==> config.mk <==
export PLATFORM = sky130hd
export DESIGN_NAME = jam_sim_sequencer
export DESIGN_NICKNAME = d
export VERILOG_FILES = /design/src/rtl/jam_sim_sequencer.sv
export SDC_FILE = /design/constraint.sdc
export NUM_CORES = 1
export LEC_CHECK = 0
export CORE_MARGIN = 3
export CORE_UTILIZATION = 57
export CTS_CLUSTER_SIZE = 20
export DETAILED_ROUTE_END_ITERATION = 16
export PLACE_DENSITY = 0.86
export SYNTH_ARGS = -nofsm -noshare
export SYNTH_HDL_FRONTEND = slang
export SYNTH_SLANG_ARGS = --single-unit
==> constraint.sdc <==
create_clock -name i_clk -period 2.8 [get_ports i_clk]
set_input_delay 0.56 -clock i_clk [delete_from_list [all_inputs] [get_ports i_clk]]
set_output_delay 0.56 -clock i_clk [all_outputs]
set_load 0.03 [all_outputs]
==> src/rtl/jam_sim_sequencer.sv <==
// Run controller for the traffic-jam simulation datapath: step strobe generation,
// car launch scheduling, pause/single-step and jam / step-limit termination.
module jam_sim_sequencer #(
  parameter int CLK_DIV    = 5000000,
  parameter int N_CARS     = 30,
  parameter int LAUNCH_GAP = 2,
  parameter int MAX_STEPS  = 200,
  parameter int STEP_W     = 11
) (
  input  logic              i_clk,
  input  logic              reset,
  input  logic              i_start,
  input  logic              i_pause,
  input  logic              i_single,
  input  logic              i_jam,
  output logic              o_clear,
  output logic              o_step,
  output logic              o_launch,
  output logic [4:0]        o_launch_id,
  output logic [STEP_W-1:0] o_step_cnt,
  output logic [1:0]        o_state,
  output logic              o_done,
  output logic [1:0]        o_reason
);

  localparam int DIV_W = (CLK_DIV > 1) ? $clog2(CLK_DIV) : 1;
  localparam int GAP_W = $clog2(LAUNCH_GAP + 1);
  localparam int CAR_W = 6;

  localparam logic [1:0] REASON_NONE  = 2'b00;
  localparam logic [1:0] REASON_JAM   = 2'b01;
  localparam logic [1:0] REASON_LIMIT = 2'b10;

  typedef enum logic [1:0] {
    S_IDLE   = 2'b00,
    S_RUN    = 2'b01,
    S_PAUSED = 2'b10,
    S_DONE   = 2'b11
  } state_t;

  state_t            state_q, state_d;
  logic [DIV_W-1:0]  div_q, div_d;
  logic [GAP_W-1:0]  gap_q, gap_d;
  logic [CAR_W-1:0]  car_q, car_d;
  logic              clear_q, clear_d;
  logic              step_q, step_d;
  logic              launch_q, launch_d;
  logic [4:0]        id_q, id_d;
  logic [STEP_W-1:0] cnt_q, cnt_d;
  logic              done_q, done_d;
  logic [1:0]        reason_q, reason_d;
  logic              limit_hit;

  always_comb begin
    state_d   = state_q;
    div_d     = div_q;
    gap_d     = gap_q;
    car_d     = car_q;
    id_d      = id_q;
    reason_d  = reason_q;
    clear_d   = 1'b0;
    step_d    = 1'b0;
    launch_d  = 1'b0;
    // The step counter trails o_step by one cycle; the limit is caught on the
    // final step cycle itself so no further divider fire can slip through.
    cnt_d     = cnt_q + STEP_W'(step_q);
    limit_hit = step_q && (cnt_q == STEP_W'(MAX_STEPS - 1));

    case (state_q)
      S_IDLE, S_DONE: begin
        if (i_start) begin
          state_d  = S_RUN;
          clear_d  = 1'b1;
          div_d    = '0;
          gap_d    = '0;
          car_d    = '0;
          id_d     = '0;
          cnt_d    = '0;
          reason_d = REASON_NONE;
        end
      end
      S_RUN: begin
        if (i_jam) begin
          state_d  = S_DONE;
          reason_d = REASON_JAM;
        end else if (limit_hit) begin
          state_d  = S_DONE;
          reason_d = REASON_LIMIT;
        end else begin
          if (div_q == DIV_W'(CLK_DIV - 1)) begin
            div_d  = '0;
            step_d = 1'b1;
          end else begin
            div_d = div_q + 1'b1;
          end
          if (i_pause) state_d = S_PAUSED;
        end
      end
      S_PAUSED: begin
        if (i_jam) begin
          state_d  = S_DONE;
          reason_d = REASON_JAM;
        end else if (limit_hit) begin
          state_d  = S_DONE;
          reason_d = REASON_LIMIT;
        end else if (!i_pause) begin
          state_d = S_RUN;
        end else if (i_single && !step_q) begin
          step_d = 1'b1;
        end
      end
      default: state_d = S_IDLE;
    endcase

    // gap_q counts steps remaining until the next car is due
    if (step_d) begin
      if (gap_q == '0 && car_q < CAR_W'(N_CARS)) begin
        launch_d = 1'b1;
        id_d     = car_q[4:0];
        car_d    = car_q + 1'b1;
        gap_d    = GAP_W'(LAUNCH_GAP - 1);
      end else if (gap_q != '0) begin
        gap_d = gap_q - 1'b1;
      end
    end

    done_d = (state_d == S_DONE);
  end

  always_ff @(posedge i_clk or posedge reset) begin
    if (reset) begin
      state_q  <= S_IDLE;
      div_q    <= '0;
      gap_q    <= '0;
      car_q    <= '0;
      clear_q  <= 1'b0;
      step_q   <= 1'b0;
      launch_q <= 1'b0;
      id_q     <= '0;
      cnt_q    <= '0;
      done_q   <= 1'b0;
      reason_q <= REASON_NONE;
    end else begin
      state_q  <= state_d;
      div_q    <= div_d;
      gap_q    <= gap_d;
      car_q    <= car_d;
      clear_q  <= clear_d;
      step_q   <= step_d;
      launch_q <= launch_d;
      id_q     <= id_d;
      cnt_q    <= cnt_d;
      done_q   <= done_d;
      reason_q <= reason_d;
    end
  end

  assign o_clear     = clear_q;
  assign o_step      = step_q;
  assign o_launch    = launch_q;
  assign o_launch_id = id_q;
  assign o_step_cnt  = cnt_q;
  assign o_state     = state_q;
  assign o_done      = done_q;
  assign o_reason    = reason_q;

endmodule

==> flow_summary.json <==
{
  "period_needed_ns": 2.40,
  "rows": 25,
  "synthesis.area_um2": 2980,
  "grt.overflow.total": 0,
  "seq_area_frac_synth": 0.462,
  "rrSetupSlack_ns": 0.40,
  "pre_cts_slack_ns": 0.411,
  "synthCells": 319,
  "yosysTopAreaCell": "dfrtp_1",
  "async_flop_share": 1.00,
  "slew_headroom": 0.494,
  "drive_gt1_frac": 0.0684,
  "final_cell_mix": "dfrtp_1 (55), clkdlybuf4s50_1 (29), nor2_1 (28)",
  "grt_max_degree": 56,
  "die_area_um2": 6130,
  "antenna_found_initial": 0,
  "start_util": 0.610,
  "rr_startpoint": "div_q[16]",
  "reg2reg_to": "gap_q[1]",
  "finClkSkew_ns": 0.0128,
  "diodes": 0,
  "die_x_um": 78.3,
  "synth_nets": 331,
  "end_kind": "flip-flop",
  "ioPinCount": 30,
  "grt_usage": 0.235,
  "worstRegToRegCells": 5,
  "synth_edf_count": 0,
  "area_growth_pct": 16.3,
  "cts_made_buffers": 5,
  "routed_wl_um": 6660,
  "wl_per_cell_um": 15.9,
  "crit_chain": "or4b_1 -> nor4_2 -> and4_1 -> nor2_1 -> o211a_1",
  "path_clk_slew_ns": 0.10,
  "critPathLaunch": "div_q[16]",
  "worst_pin_slew_ns": 0.748,
  "cts_tree": "yes",
  "grt_pass1_vias": 2517,
  "synth.area.top_cells": "dfrtp_1 (46%), nand3_1 (3.7%), nor2_1 (3.5%)",
  "postCtsSetupBuffers": 0,
  "cts_sinks": 55,
  "min_path_type": "flip-flop to flip-flop",
  "power_per_cell_area_nw_per_um2": 645,
  "finalHoldViolCount": 0,
  "maxCapViolations": 0,
  "regArea_um2": 1380,
  "final.period_utilization": 0.856,
  "drc": 0,
  "synth_cell_type_count": 52,
  "die_h_um": 78.3,
  "grt_pass1_wl_um": 11700,
  "start_kind": "flip-flop",
  "required_ns": 3.00,
  "path_depth": 5,
  "cpPeakStageDelay_ns": 0.56,
  "tns_ns": 0,
  "ys_warn_count": 0,
  "ys.flop_type": "dfrtp_1",
  "fmax_ghz": 0.417,
  "core_area_um2": 4880,
  "cts-hold-fix-buffers": 0,
  "globalplace.congestion": 0.956,
  "vias": 2511,
  "crit_buf_inv": 0,
  "syn_avg_cell_area_um2": 9.33,
  "multi_input_area_um2": 1480,
  "cts_resized": 0,
  "synth-seq-cells": 55,
  "num-nets-final": 363,
  "clk_latency_ns": 0.31,
  "arrival_ns": 2.60,
  "final_antenna_net_count": 0,
  "fillers": 366,
  "viasPerCell": 6.01,
  "clockBufferDepth": 2,
  "grt_setup_unrepaired": "false",
  "slowest_stage": "or4b_1",
  "synth_top_area_share": 0.462,
  "drtIter0Drc": 262,
  "fin_ws_ns": 0.402,
  "crit_end": "gap_q[1]",
  "io_buffers": 29,
  "final_common_cell": "dfrtp_1",
  "cts-root-buf": "clkbuf_8",
  "dpl.hpwl_um": 4570,
  "cp_max_fo": 10,
  "htree_levels": 2,
  "p_leak_nw": 1.50,
  "irDropWorstVdd_mv": 0.371,
  "crit_family": "simple AND/OR/NAND/NOR gates",
  "drt-pass1-iter-count": 4,
  "finalSetupViolCount": 0,
  "status": "finished, final reports clean",
  "final_max_slew_viol_count": 0,
  "critPathKind": "flip-flop to flip-flop"
}
[cell usage after synthesis (all sizes together), types with 6 or more instances]
cell	count
inv	18
a21oi	14
o21ai	16
nand2	25
and3	11
mux2i	6
nand4	16
xor2	8
clkbuf	7
ha	6
nor3	9
xnor2	8
buf	6
nand3	22
dfrtp	55
and2	7
nor2	29
[cell type report]
| class | instances | area share |
|---|---|---|
| Timing Repair Buffer | 38 | 0.107 |
| Inverter | 18 | 0.0195 |
| Sequential cell | 55 | 0.397 |
| Multi-Input combinational cell | 233 | 0.426 |
| Tap cell | 67 | 0.0242 |
| Clock inverter | 1 | 0.00253 |
| Clock buffer | 6 | 0.0238 |
[where the power goes]
| part | leakage [nW] | internal (mW) | switching (mW) | total [mW] |
|---|---|---|---|---|
| clock | 0.0477 | 0.200 | 0.254 | 0.454 |
| combinational | 0.688 | 0.298 | 0.578 | 0.877 |
| sequential | 0.759 | 0.849 | 0.0535 | 0.903 |
| total | 1.50 | 1.35 | 0.886 | 2.23 |
[worst register-to-register path: stages (launching register included)]
cell and delay (ns):
dfrtp_1 0.48, or4b_1 0.56, nor4_2 0.35, and4_1 0.51
nor2_1 0.15, o211a_1 0.24
[registers in the layout (all words and copies together), names as in the netlist]
name and flops:
car_q 6, div_q 23, gap_q 2, o_clear 1
o_done 1, o_launch 1, o_launch_id 5, o_reason 2
o_state 2, o_step 1, o_step_cnt 11
[stage by stage]
step | cells | instance area (um2) | util | hold WS (ns) | total power, mW
final | 418 | 3460 | 0.710 | 0.508 | 2.23
after global routing | 418 | 3460 | 0.710 | 0.547 | 2.37
after CTS | 418 | 3460 | 0.710 | 0.512 | 2.23
after detailed placement | 411 | 3370 | 0.691 | 0.484 | 1.78
after global placement | 411 | 3370 | 0.691 | 0.476 | 1.76
after floorplan | 319 | 2980 | - | 0.455 | 1.50
[worst min path at each step]
stage	cells after the start	startpoint	endpoint
5_1_grt	1	div_q[2]	div_q[2]
4_1_cts	1	car_q[5]	car_q[5]
3_5_place_dp	1	car_q[5]	car_q[5]
2_1_floorplan	1	car_q[5]	car_q[5]
3_3_place_gp	1	car_q[5]	car_q[5]
6_report	1	car_q[5]	car_q[5]
[cells by family (layout without fill, tap and decap cells)]
kind of cell,after synthesis,after routing,synth area share
and+or+nand+nor,147,147,0.270
AOI/OAI and AO/OA,57,57,0.129
DFF,55,55,0.462
buffers and inverters,31,63,0.0424
xor gates and xnor gates,16,16,0.0471
adders and majority gates,7,7,0.0286
muxes,6,6,0.0202
[metal layers]
layer  routed length, um  GRT usage
met1                3020      0.318
met2                3160      0.381
met3                 368     0.0493
met4                 105     0.0699
met5                   0          0
Note: power is estimated with default switching activity, not from simulation.
